==> config.mk <==
export PLATFORM = sky130hd
export DESIGN_NAME = braille_scroll_ctrl
export DESIGN_NICKNAME = d
export VERILOG_FILES = /design/src/rtl/braille_pkg.sv /design/src/rtl/braille_key_cond.sv /design/src/rtl/braille_scroll_ctrl.sv
export SDC_FILE = /design/constraint.sdc
export NUM_CORES = 1
export LEC_CHECK = 0
export BUFFER_PORTS_ARGS = -buffer_cell sky130_fd_sc_hd__buf_2
export CORE_ASPECT_RATIO = 0.9
export CORE_MARGIN = 8
export CORE_UTILIZATION = 54
export CTS_CLUSTER_DIAMETER = 50
export DETAILED_ROUTE_END_ITERATION = 8
export GPL_ROUTABILITY_DRIVEN = 1
export PLACE_DENSITY = 0.7
export SLEW_MARGIN = 10
export SYNTH_ARGS = -nofsm -noshare
export SYNTH_HDL_FRONTEND = slang
export SYNTH_SLANG_ARGS = --single-unit
==> constraint.sdc <==
create_clock -name CLOCK_50 -period 6.4 [get_ports CLOCK_50]
set_input_delay 0 -clock CLOCK_50 [delete_from_list [all_inputs] [get_ports CLOCK_50]]
set_output_delay 0 -clock CLOCK_50 [all_outputs]
set_load 0.05 [all_outputs]
==> src/rtl/braille_pkg.sv <==
// Shared types and constants for the Braille scroll controller.
// BRAILLE_DEBOUNCE_EN enables the key debounce stage.
package braille_pkg;

   localparam int CODE_W = 5;
   localparam logic [CODE_W-1:0] BLANK_CODE = 5'd0;
   localparam int DEPTH_DEF = 16;

`ifdef BRAILLE_DEBOUNCE_EN
   localparam bit DEB_EN = 1'b1;
`else
   localparam bit DEB_EN = 1'b0;
`endif

   typedef enum logic [1:0] {
      EDIT   = 2'd0,
      SCROLL = 2'd1,
      HOLD   = 2'd2
   } state_t;

   // pos+3 never exceeds 2P-1, so one subtract is enough
   function automatic logic [5:0] wrap6(input logic [5:0] i,
                                        input logic [5:0] p);
      return (i >= p) ? i - p : i;
   endfunction

endpackage

==> src/rtl/braille_key_cond.sv <==
// Active-low key synchronizer, optional debounce, falling-edge pulse.
// Debounce stage is built only with BRAILLE_DEBOUNCE_EN.
module braille_key_cond
   import braille_pkg::*;
#(
   parameter int unsigned DEB_CYCLES = 1
) (
   input  logic clk,
   input  logic rst_n,
   input  logic key,
   output logic press
);

   logic [1:0] s_q;
   logic       level;
   logic       prev_q;
   logic       press_q;

   always_ff @(posedge clk or negedge rst_n) begin
      if (!rst_n) begin
         s_q <= 2'b11;
      end else begin
         s_q <= {s_q[0], key};
      end
   end

   if (DEB_EN && DEB_CYCLES > 0) begin : g_deb
      localparam int unsigned CW =
         (DEB_CYCLES > 1) ? $clog2(DEB_CYCLES) : 1;
      logic [CW-1:0] cnt_q;
      logic          lvl_q;

      always_ff @(posedge clk or negedge rst_n) begin
         if (!rst_n) begin
            cnt_q <= '0;
            lvl_q <= 1'b1;
         end else if (s_q[1]) begin
            cnt_q <= '0;
            lvl_q <= 1'b1;
         end else if (cnt_q == CW'(DEB_CYCLES - 1)) begin
            lvl_q <= 1'b0;
         end else begin
            cnt_q <= cnt_q + 1'b1;
         end
      end

      assign level = lvl_q;
   end else begin : g_raw
      assign level = s_q[1];
   end

   always_ff @(posedge clk or negedge rst_n) begin
      if (!rst_n) begin
         prev_q  <= 1'b1;
         press_q <= 1'b0;
      end else begin
         prev_q  <= level;
         press_q <= prev_q & ~level;
      end
   end

   assign press = press_q;

endmodule

==> src/rtl/braille_scroll_ctrl.sv <==
// Message buffer and EDIT/SCROLL/HOLD scheduler for the 4-slot display.
// Build with BRAILLE_DEBOUNCE_EN for debounced keys.
module braille_scroll_ctrl
   import braille_pkg::*;
#(
   parameter int DEPTH      = DEPTH_DEF,
   parameter int TICK_DIV   = 25000000,
   parameter int DEB_CYCLES = 1000000
) (
   input  logic              CLOCK_50,
   input  logic              RESET_N,
   input  logic [CODE_W-1:0] SW,
   input  logic              WR_KEY,
   input  logic              RUN_KEY,
   input  logic              CLR_KEY,
   output logic [CODE_W-1:0] CODE0,
   output logic [CODE_W-1:0] CODE1,
   output logic [CODE_W-1:0] CODE2,
   output logic [CODE_W-1:0] CODE3,
   output logic [4:0]        LEN,
   output logic              FULL,
   output logic [1:0]        STATE
);

   localparam int IW = (DEPTH > 1) ? $clog2(DEPTH) : 1;
   localparam int TW = (TICK_DIV > 1) ? $clog2(TICK_DIV) : 1;
   localparam logic [TW-1:0] TERM = TW'(TICK_DIV - 1);

   logic wr_p;
   logic run_p;
   logic clr_p;

   state_t state_q, state_d;
   logic [4:0] len_q, len_d;
   logic [5:0] pos_q, pos_d;
   logic [TW-1:0] cnt_q, cnt_d;
   logic we;
   logic full;

   logic [CODE_W-1:0] mem_q [DEPTH];
   logic [CODE_W-1:0] code_q [4];
   logic [CODE_W-1:0] code_d [4];
   logic [5:0] win [4];
   logic [5:0] l6;
   logic [5:0] p6;

   braille_key_cond #(.DEB_CYCLES(DEB_CYCLES)) u_wr (
      .clk   (CLOCK_50),
      .rst_n (RESET_N),
      .key   (WR_KEY),
      .press (wr_p)
   );

   braille_key_cond #(.DEB_CYCLES(DEB_CYCLES)) u_run (
      .clk   (CLOCK_50),
      .rst_n (RESET_N),
      .key   (RUN_KEY),
      .press (run_p)
   );

   braille_key_cond #(.DEB_CYCLES(DEB_CYCLES)) u_clr (
      .clk   (CLOCK_50),
      .rst_n (RESET_N),
      .key   (CLR_KEY),
      .press (clr_p)
   );

   assign full = (len_q == 5'(DEPTH));
   assign l6   = {1'b0, len_q};
   assign p6   = l6 + 6'd4;

   always_comb begin
      state_d = state_q;
      len_d   = len_q;
      pos_d   = pos_q;
      cnt_d   = cnt_q;
      we      = 1'b0;
      if (clr_p) begin
         state_d = EDIT;
         len_d   = '0;
         pos_d   = '0;
         cnt_d   = '0;
      end else begin
         case (state_q)
            EDIT: begin
               if (run_p) begin
                  if (len_q != '0) begin
                     state_d = SCROLL;
                     pos_d   = '0;
                     cnt_d   = '0;
                  end
               end else if (wr_p && !full) begin
                  we    = 1'b1;
                  len_d = len_q + 5'd1;
               end
            end
            SCROLL: begin
               if (run_p) begin
                  state_d = HOLD;
               end else if (cnt_q == TERM) begin
                  cnt_d = '0;
                  pos_d = (pos_q == p6 - 6'd1) ? '0 : pos_q + 6'd1;
               end else begin
                  cnt_d = cnt_q + 1'b1;
               end
            end
            HOLD: begin
               if (run_p) begin
                  state_d = SCROLL;
                  cnt_d   = '0;
               end
            end
            default: state_d = EDIT;
         endcase
      end
   end

   // Slot k of the scroll window; k=3 is the leftmost digit
   always_comb begin
      for (int k = 0; k < 4; k++) begin
         win[k] = wrap6(pos_q + 6'(3 - k), p6);
      end
   end

   always_comb begin
      for (int k = 0; k < 4; k++) begin
         code_d[k] = BLANK_CODE;
         if (state_q == EDIT) begin
            if (l6 > 6'(k)) begin
               code_d[k] = mem_q[IW'(l6 - 6'd1 - 6'(k))];
            end
         end else if (win[k] < l6) begin
            code_d[k] = mem_q[IW'(win[k])];
         end
      end
   end

   always_ff @(posedge CLOCK_50) begin
      if (we) begin
         mem_q[IW'(len_q)] <= SW;
      end
   end

   always_ff @(posedge CLOCK_50 or negedge RESET_N) begin
      if (!RESET_N) begin
         state_q <= EDIT;
         len_q   <= '0;
         pos_q   <= '0;
         cnt_q   <= '0;
         for (int k = 0; k < 4; k++) begin
            code_q[k] <= BLANK_CODE;
         end
      end else begin
         state_q <= state_d;
         len_q   <= len_d;
         pos_q   <= pos_d;
         cnt_q   <= cnt_d;
         for (int k = 0; k < 4; k++) begin
            code_q[k] <= code_d[k];
         end
      end
   end

   assign CODE0 = code_q[0];
   assign CODE1 = code_q[1];
   assign CODE2 = code_q[2];
   assign CODE3 = code_q[3];
   assign LEN   = len_q;
   assign FULL  = full;
   assign STATE = state_q;

endmodule

==> flow_summary.toml, run 1 <==
[clocking]
h-tree-depth = 4
clk_latency_ns = 0.44
clkSlewWorstSetupHoldPaths_ns = 0.07
clockBufferDepth = 2
cts_made_buffers = 17
root_buffer = "clkbuf_16"
cts.repair.resized = 0
cts.sinks = 150
cts_tree = "yes"

[sta]
max_freq_mhz = 183.0
drv_slew = 0
rsz0062_at_grt = "no"
max_slew_margin_pct = 20.52
hold_violations = 0
fin_skew_ns = 0.01535
max_slew.worst_pin.slew_ns = 1.186
fin_tns_setup_ns = 0
post-route-min-period_ns = 5.465
setup_viol = 0
finalCritPeriodShare_pct = 85.39

[die]
fp.dieArea_sq_mm = 0.02979
core-area_sq_mm = 0.02419
die-width_um = 181.0
io_pins = 38
fp-row-count = 54
die_y_um = 164.5
start_util_pct = 54.73

[yosys]
netlist_instances = 1185
synth_ff_type = "edfxtp_1"
ys_seq_area_share_pct = 31.46
syn_area_sq_mm = 0.01324
synth_nets = 1255
synth_top_area_share_pct = 18.15
synth_edf_count = 80
synthArstFlopShare_pct = 46.67
synth_cell_types = 79
yosys.area.top_type = "edfxtp_1"
synth_warnings = 0
avgSynthCellArea_sq_um = 11.17
ys_ff_latch = 150
synth_area_leaders = "edfxtp_1 (18%), mux4_2 (17%), dfrtp_1 (12%)"

[power]
switching_share_pct = 42.53
combinationalPowerShare_pct = 63.5
intPower_uw = 3491
switchingPower_uw = 2583
p_total_uw = 6074
p_per_area_mw_per_mm2 = 423.2
irDropWorstVdd_uv = 216.0
pwr-share-seq_pct = 19.1
clockPowerShare_pct = 17.4
p_leak_uw = 0.005886

[drt]
vias = 10679
drtIter0Drc = 1770
routed.top_layer = "met4"
wire_per_inst_um = 25.91
wl_met1_mm = 16.82
routed-wl-met3_mm = 4.986
ant_nets = 0
dr.pass1.iters = 7
wl_met2_mm = 16.90
finalWirelength_mm = 39.53
viasPerCell = 6.998
post-route-drc-count = 0

[global_route]
grt-ovfl-total = 0
grt_first_pass_wirelength_mm = 61.22
grt_max_degree = 71
grt_antenna_before_repair = 0
grt_usage_pct = 26.48
grt_pass1_vias = 10325

[finish]
seq_area_sq_mm = 0.004167
multi_input_area_sq_mm = 0.008615
layout-drive-gt1-share_pct = 22.17
nFillCells = 1993
nets = 1275
fin_area_sq_mm = 0.01435
final_cells = 1526
areaGrowthSynthToFinish_pct = 8.421
diodes = 0
fin_util_pct = 59.34

[worst_setup_path]
cp_max_fo = 19
arrival_ns = 5.84
cp_data_required_time_ns = 6.78
crit_path_start_kind = "flip-flop"
startpoint = "LEN[2]"
path_class = "reg -> reg"
reg2reg_depth = 18
crit_path_end_kind = "flip-flop"
rr_startpoint = "LEN[2]"

[placement]
dp.cells = 1485
placed_area_sq_mm = 0.01366
gp_congestion = 0.9836
io_buffers = 37
dp_hpwl_mm = 28.62

[job]
drv_cap = 0

[min_path]
hp-class = "in -> reg"
min_path_cells = 2
min_from = "CLR_KEY"

[status]
status = "completed"
[layout by cell type, fill, tap and decap left out, drive strengths merged, types with 21 or more instances in the layout]
master    n
a21oi    45
and3     23
buf      59
clkbuf   22
dfrtp    61
edfxtp   80
ha       56
inv      40
mux2     44
mux2i   135
mux4    103
nand2    76
nand3    36
nor2     70
nor2b    21
o21ai    53
xnor2    28
xor2     30
[metrics by stage]
step           hold WS (ns)  setup slack, ns
2_1_floorplan       -0.2956           0.4135
3_3_place_gp         0.1047            1.238
3_5_place_dp         0.1066            1.055
4_1_cts              0.1959            1.010
5_1_grt              0.1966           0.6870
6_report             0.2082           0.9351
[worst max-delay path, cell delays in order (launching register included)]
cell	delay [ns]
dfrtp_1	0.43
buf_4	0.26
inv_1	0.22
ha_1	0.39
inv_1	0.23
ha_1	0.33
a21oi_1	0.17
o22a_1	0.23
and2_1	0.37
mux2i_2	0.40
inv_2	0.27
ha_1	0.37
a211oi_1	0.30
nand2_1	0.09
a2bb2oi_1	0.13
a211o_1	0.41
or3b_2	0.51
o22ai_1	0.17
a211o_1	0.11
[kinds of logic (layout without fill, tap and decap cells)]
| kind of cell | Yosys count | in the layout | share of synthesized area (%) |
|---|---|---|---|
| and+or+nand+nor | 302 | 302 | 11.51 |
| xor gates and xnor gates | 58 | 58 | 3.950 |
| adders and majority gates | 60 | 60 | 5.897 |
| DFF | 150 | 150 | 31.46 |
| muxes | 282 | 282 | 31.53 |
| AOI/OAI and AO/OA | 229 | 229 | 12.02 |
| buffers and inverters | 104 | 137 | 3.629 |
[sequential cells by signal (all words and copies together) (netlist names), 2 cells and up]
signal     cells
LEN            5
u_clr.s_q      2
CODE1          5
u_run.s_q      2
CODE0          5
u_wr.s_q       2
mem_q         80
cnt_q         25
STATE          2
CODE2          5
CODE3          5
pos_q          6
[synth_stat cells (4+ instances only)]
| master | instances |
|---|---|
| o211ai_1 | 6 |
| a22oi_1 | 5 |
| mux2_2 | 44 |
| a21o_1 | 8 |
| o311ai_0 | 6 |
| nand3_1 | 36 |
| dfstp_2 | 9 |
| mux4_2 | 102 |
| nor2b_1 | 21 |
| ha_1 | 56 |
| xor2_1 | 30 |
| nor3b_1 | 9 |
| o21ai_0 | 52 |
| a21oi_1 | 42 |
| a211o_1 | 8 |
| edfxtp_1 | 80 |
| nor3_1 | 11 |
| nand2_1 | 76 |
| buf_2 | 26 |
| clkbuf_1 | 23 |
| a221o_1 | 5 |
| inv_1 | 32 |
| mux2i_1 | 134 |
| dfrtp_1 | 61 |
| nand4_1 | 10 |
| fa_1 | 4 |
| o21a_1 | 11 |
| o22ai_1 | 11 |
| a211oi_1 | 7 |
| and2_1 | 9 |
| o31ai_1 | 6 |
| nand2b_1 | 10 |
| xnor2_1 | 26 |
| o2111ai_1 | 7 |
| a32o_1 | 4 |
| nor2_1 | 69 |
| nor4_1 | 5 |
| a221oi_1 | 11 |
| and3_1 | 23 |
| buf_4 | 5 |
| a2111oi_0 | 13 |
| buf_1 | 9 |
[worst paths after layout]
check	endpoint	slack, ns
min	u_clr.s_q[0]	0.21
max reg2reg	CODE1[0]	0.94
min reg2reg	u_run.s_q[1]	0.36
min in group asynchronous	cnt_q[13]	0.24
max	CODE1[0]	0.94
max in group asynchronous	LEN[0]	5.47
[power groups by stage]
stage | registers [uW] | clock network (uW) | logic (uW)
after floorplan | 1320 | 0 | 2930
after global placement | 1180 | 0 | 3760
after detailed placement | 1170 | 0 | 3800
after CTS | 1160 | 1060 | 3820
after global routing | 1170 | 1110 | 4110
final | 1160 | 1060 | 3860
[final cells by class]
type	count	share of cell area [%]
Clock buffer	22	3.487
Clock inverter	10	0.7322
Inverter	37	0.9676
Multi-Input combinational cell	931	60.02
Sequential cell	150	29.03
Tap cell	308	2.685
Timing Repair Buffer	68	3.086
[what timing repair did]
item | 4_1_cts | 5_1_grt
endpoints found under the hold margin | 144 | 0
hold buffers | 9 | 0
setup buffers | 0 | 0
[layer usage]
layer	track usage, %	up-vias
li1	-	4682
met1	37.59	5221
met2	38.48	706
met3	7.697	70
met4	8.675	0
met5	0	-
No activity file was read; power rests on OpenSTA's default activity.
==> run 2, diff against run 1 <==
==> constraint.sdc (replaced) <==
create_clock -name CLOCK_50 -period 6.3 [get_ports CLOCK_50]
set_input_delay 0.63 -clock CLOCK_50 [delete_from_list [all_inputs] [get_ports CLOCK_50]]
set_output_delay 0.63 -clock CLOCK_50 [all_outputs]
set_load 0.05 [all_outputs]
==> run 2 against run 1 <==
Global-route usage decreased by 0.40 points; non-clock buffer count decreased by 8; clock-buffer cell count decreased by 5; final area decreased by 0.76%; via count increased by 0.89%; critical path depth decreased by 1; final cell count decreased by 0.52%; worst setup slack got worse by 0.13 ns; hold slack improved by 0.082 ns; clock power decreased by 5%; largest cell class unchanged; first-iteration DRC count decreased by 16%.
==> flow_summary.toml, run 2 (same netlist as run 1, synthesis figures left out) <==
[global_route]
grt_antenna_before_repair = 0
grt_usage_pct = 26.08
grt_max_degree = 71
grt_pass1_vias = 10347
grt_first_pass_wirelength_mm = 60.50
grt-ovfl-total = 0

[worst_setup_path]
cp_data_required_time_ns = 6.67
crit_path_end_kind = "flip-flop"
crit_path_start_kind = "flip-flop"
cp_max_fo = 12
path_class = "reg -> reg"
arrival_ns = 5.87
reg2reg_depth = 17

[drt]
finalWirelength_mm = 38.88
dr.pass1.iters = 6
vias = 10774
wire_per_inst_um = 25.61
post-route-drc-count = 0
drtIter0Drc = 1485
ant_nets = 0
viasPerCell = 7.097

[finish]
layout_commonest_cell = "mux2i_1"
largest_reg_flops = 80
fin_util_pct = 58.89
layout-drive-gt1-share_pct = 22.31
nets = 1267
areaGrowthSynthToFinish_pct = 7.598
largest_register = "mem_q"
reg_top3 = "mem_q x80, cnt_q x25, pos_q x6"
diodes = 0
final_cell_mix = "mux2i_1 (134), mux4_2 (102), edfxtp_1 (80), nand2_1 (76), nor2_1 (69)"

[sta]
fin_tns_setup_ns = 0
drv_slew = 0
max_slew.worst_pin.slew_ns = 1.231
max_slew_margin_pct = 16.75
worst_slack_ns = 0.8009
post-route-min-period_ns = 5.499
hold_violations = 0
max_freq_mhz = 181.8
fin_skew_ns = 0.01287
setup_viol = 0
rsz0062_at_grt = "no"
finalCritPeriodShare_pct = 87.29

[clocking]
clk_latency_ns = 0.44
cts_hold_buf = 0
post_cts_buffers = 0
cts.repair.resized = 0
cts_tree = "yes"
clkSlewWorstSetupHoldPaths_ns = 0.08
cts.sinks = 150
h-tree-depth = 4
root_buffer = "clkbuf_16"
clockBufferDepth = 2
cts_made_buffers = 17

[placement]
dp_hpwl_mm = 28.59
dpl_worst_slack_ns = 0.9364
io_buffers = 37
gp_congestion = 0.9989

[status]
status = "completed"

[die]
die-width_um = 181.0
fp.dieArea_sq_mm = 0.02979
start_util_pct = 54.73
die_y_um = 164.5
core-area_sq_mm = 0.02419
io_pins = 38
fp-row-count = 54

[min_path]
hp-class = "in -> reg"
min_path_cells = 1

[power]
p_per_area_mw_per_mm2 = 431.7
p_leak_uw = 0.005837
p_total_uw = 6150
irDropWorstVdd_uv = 247.5

[job]
drv_cap = 0
==> run 2: worst paths after layout <==
check,end,from,slack [ns]
worst min register to register,u_run.s_q[1],u_run.s_q[0],0.36
worst max-delay path,CODE2[0],pos_q[1],0.80
min in group asynchronous,cnt_q[11],RESET_N,0.33
max in group asynchronous,LEN[0],RESET_N,5.32
worst max register to register,CODE2[0],pos_q[1],0.80
worst min-delay path,u_run.s_q[0],RUN_KEY,0.29
==> run 2: critical path: stages (launching register included) <==
cell       delay, ns
dfrtp_1         0.62
ha_1            0.37
nand4_1         0.15
xor2_1          0.29
inv_1           0.08
ha_1            0.33
a21oi_1         0.18
o21ai_0         0.21
nor2_1          0.21
o31a_1          0.68
clkinv_1        0.47
ha_1            0.43
o21a_1          0.11
o21ai_0         0.15
a21o_1          0.12
o2111ai_1       0.32
a2111oi_0       0.54
a211o_1         0.18
==> run 2: layer usage <==
metal	up-vias	global-route usage, %	routed length (um)
met4	0	9.159	1116
li1	4667	-	-
met1	5198	36.77	16040
met2	796	38.33	16780
met5	-	0	0
met3	113	7.060	4952
==> run 2: power by group <==
part | switching, uW | internal (uW)
registers | 61.3 | 1110
clock network | 458 | 554
logic | 2140 | 1830
total | 2660 | 3490
==> run 2: through the flow <==
step / instances / area, sq um / hold WS [ns]
2_1_floorplan: 1185 / 13240 / 0.3344
3_3_place_gp: 1486 / 13670 / 0.3455
3_5_place_dp: 1486 / 13670 / 0.3481
4_1_cts: 1518 / 14230 / 0.2760
5_1_grt: 1518 / 14240 / 0.2744
6_report: 1518 / 14240 / 0.2904
==> run 2: cell type report <==
cell class / count / area [sq um]
clock inverter: 15 / 142.6
clock buffer: 17 / 425.4
fill: 1985 / 9943
timing repair buffer: 60 / 360.3
tap: 308 / 385.4
sequential: 150 / 4167
multi-input combinational: 931 / 8626
inverter: 37 / 138.9
==> run 3, diff against run 2 <==
--- a/config.mk
+++ b/config.mk
@@ -6,13 +6,14 @@
 export NUM_CORES = 1
 export LEC_CHECK = 0
 export BUFFER_PORTS_ARGS = -buffer_cell sky130_fd_sc_hd__buf_2
+export CAP_MARGIN = 20
 export CORE_ASPECT_RATIO = 0.9
 export CORE_MARGIN = 8
-export CORE_UTILIZATION = 54
+export CORE_UTILIZATION = 45
 export CTS_CLUSTER_DIAMETER = 50
 export DETAILED_ROUTE_END_ITERATION = 8
 export GPL_ROUTABILITY_DRIVEN = 1
-export PLACE_DENSITY = 0.7
+export PLACE_DENSITY = 0.6
 export SLEW_MARGIN = 10
 export SYNTH_ARGS = -nofsm -noshare
 export SYNTH_HDL_FRONTEND = slang
==> run 3 against run 2 <==
Via count down 2.1%; highest routed layer is now met5; sequential power about the same; first-iteration DRC count up 15%; core utilization down 9.1 points; critical path depth unchanged; final cell count up 6.1%; power up 0.70%; clock power about the same; non-clock buffer count up 4; wire length up 4.3%; global-route usage down 2.9 points.
==> flow_summary.toml, run 3 (same netlist as run 1, synthesis figures left out) <==
[placement]
dpl_worst_slack_ns = 0.8285
dp_hpwl_mm = 29.55
io_buffers = 37
gp_congestion = 0.9540
dp.cells = 1576

[sta]
drv_slew = 0
rsz0062_at_grt = "no"
post-route-min-period_ns = 5.478
max_slew_margin_pct = 30.97
hold_ws_ns = 0.2901
finalCritPeriodShare_pct = 86.95
worst_slack_ns = 0.8224
setup_viol = 0
max_freq_mhz = 182.6
fin_tns_setup_ns = 0
hold_violations = 0
fin_skew_ns = 0.01282
max_slew.worst_pin.slew_ns = 1.035

[finish]
nFillCells = 2652
areaGrowthSynthToFinish_pct = 8.931
reg_top3 = "mem_q x80, cnt_q x25, pos_q x6"
largest_register = "mem_q"
layout_commonest_cell = "mux2i_1"
layout-drive-gt1-share_pct = 22.73
final_cells = 1610
final_cell_mix = "mux2i_1 (134), mux4_2 (102), edfxtp_1 (80), nand2_1 (76), nor2_1 (69)"
diodes = 0
largest_reg_flops = 80
fin_util_pct = 49.84
nets = 1271

[die]
fp.dieArea_sq_mm = 0.03517
die-width_um = 196.8
io_pins = 38
start_util_pct = 45.75
die_y_um = 178.7
core-area_sq_mm = 0.02894
fp-row-count = 59

[drt]
post-route-drc-count = 0
finalWirelength_mm = 40.54
ant_nets = 0
viasPerCell = 6.548
wire_per_inst_um = 25.18
drtIter0Drc = 1707
dr.pass1.iters = 5
vias = 10543

[global_route]
grt-ovfl-total = 0
grt_usage_pct = 23.19
grt_antenna_before_repair = 1
grt_pass1_vias = 10196
grt_first_pass_wirelength_mm = 62.89
grt_max_degree = 71

[worst_setup_path]
path_class = "reg -> reg"
reg2reg_depth = 17
arrival_ns = 5.84
cp_data_required_time_ns = 6.67
crit_path_end_kind = "flip-flop"
critPathCapture = "CODE1[0]"
rr_startpoint = "LEN[3]"
rrSetupSlack_ns = 0.82
cp_max_fo = 19
startpoint = "LEN[3]"
r2r-end = "CODE1[0]"
crit_path_start_kind = "flip-flop"

[clocking]
clk_latency_ns = 0.44
h-tree-depth = 4
post_cts_buffers = 0
root_buffer = "clkbuf_16"
cts_made_buffers = 17
cts.sinks = 150
cts_hold_buf = 0
clkSlewWorstSetupHoldPaths_ns = 0.07
cts_tree = "yes"
clockBufferDepth = 2
cts.repair.resized = 0

[status]
status = "completed"

[power]
p_per_area_mw_per_mm2 = 429.4
p_leak_uw = 0.005867
irDropWorstVdd_uv = 219.7

[min_path]
hp-class = "in -> reg"

[job]
drv_cap = 0
run 3: cell count changes in the layout (fill, tap and decap cells not counted), moves of 2 or more:
cell / previous run / this run
clkinv_2: 2 / 0
clkinv_1: 5 / 3
buf_4: 24 / 26
clkinv_8: 0 / 6
buf_6: 0 / 2
inv_6: 4 / 1
run 3: how the worst min path moves through the flow:
stage	startpoint	cells after the start	end	slack, ns
after floorplan	RESET_N	0	CODE0[0]	0.33
after global routing	CLR_KEY	1	u_clr.s_q[0]	0.27
final	CLR_KEY	1	u_clr.s_q[0]	0.29
after CTS	CLR_KEY	1	u_clr.s_q[0]	0.27
after global placement	u_clr.s_q[0]	0	u_clr.s_q[1]	0.35
after detailed placement	u_run.s_q[0]	0	u_run.s_q[1]	0.35
run 3: power by group:
group / switching [uW] / internal (uW)
combinational: 2130 / 1840
clock: 501 / 537
sequential: 77.5 / 1110
run 3: stage by stage:
stage	cell area (sq um)	power, uW
after floorplan	13240	4315
after global placement	13790	5075
after detailed placement	13790	5100
after global routing	14420	6519
after CTS	14400	6150
final	14420	6192
run 3: layer usage:
metal / GRT usage [%] / wire length, um / up-vias
met3: 5.292 / 4433 / 60
met2: 33.97 / 17440 / 657
met4: 6.546 / 739 / 2
met5: 0 / 7 / -
li1: - / - / 4670
met1: 33.88 / 17920 / 5154
run 3: critical path, cell delays in order (launching register included):
cell and delay (ns):
dfrtp_1 0.56, inv_1 0.32, ha_1 0.39, inv_1 0.24
ha_1 0.34, a21oi_1 0.15, o22a_1 0.21, and2_1 0.35
mux2i_2 0.40, inv_2 0.29, ha_1 0.38, a211oi_1 0.31
nand2_1 0.09, a2bb2oi_1 0.13, a211o_1 0.41, or3b_2 0.52
o22ai_1 0.18, a211o_1 0.12
run 3: layout make-up:
type                       count  area, sq um  share of cell area (%)
multi-input combinational    931         8615                   59.73
sequential                   150         4167                   28.89
tap                          396        495.5                   3.436
clock buffer                  17        425.4                   2.950
timing repair buffer          64        397.9                   2.759
clock inverter                15        182.7                   1.267
inverter                      37        138.9                  0.9630
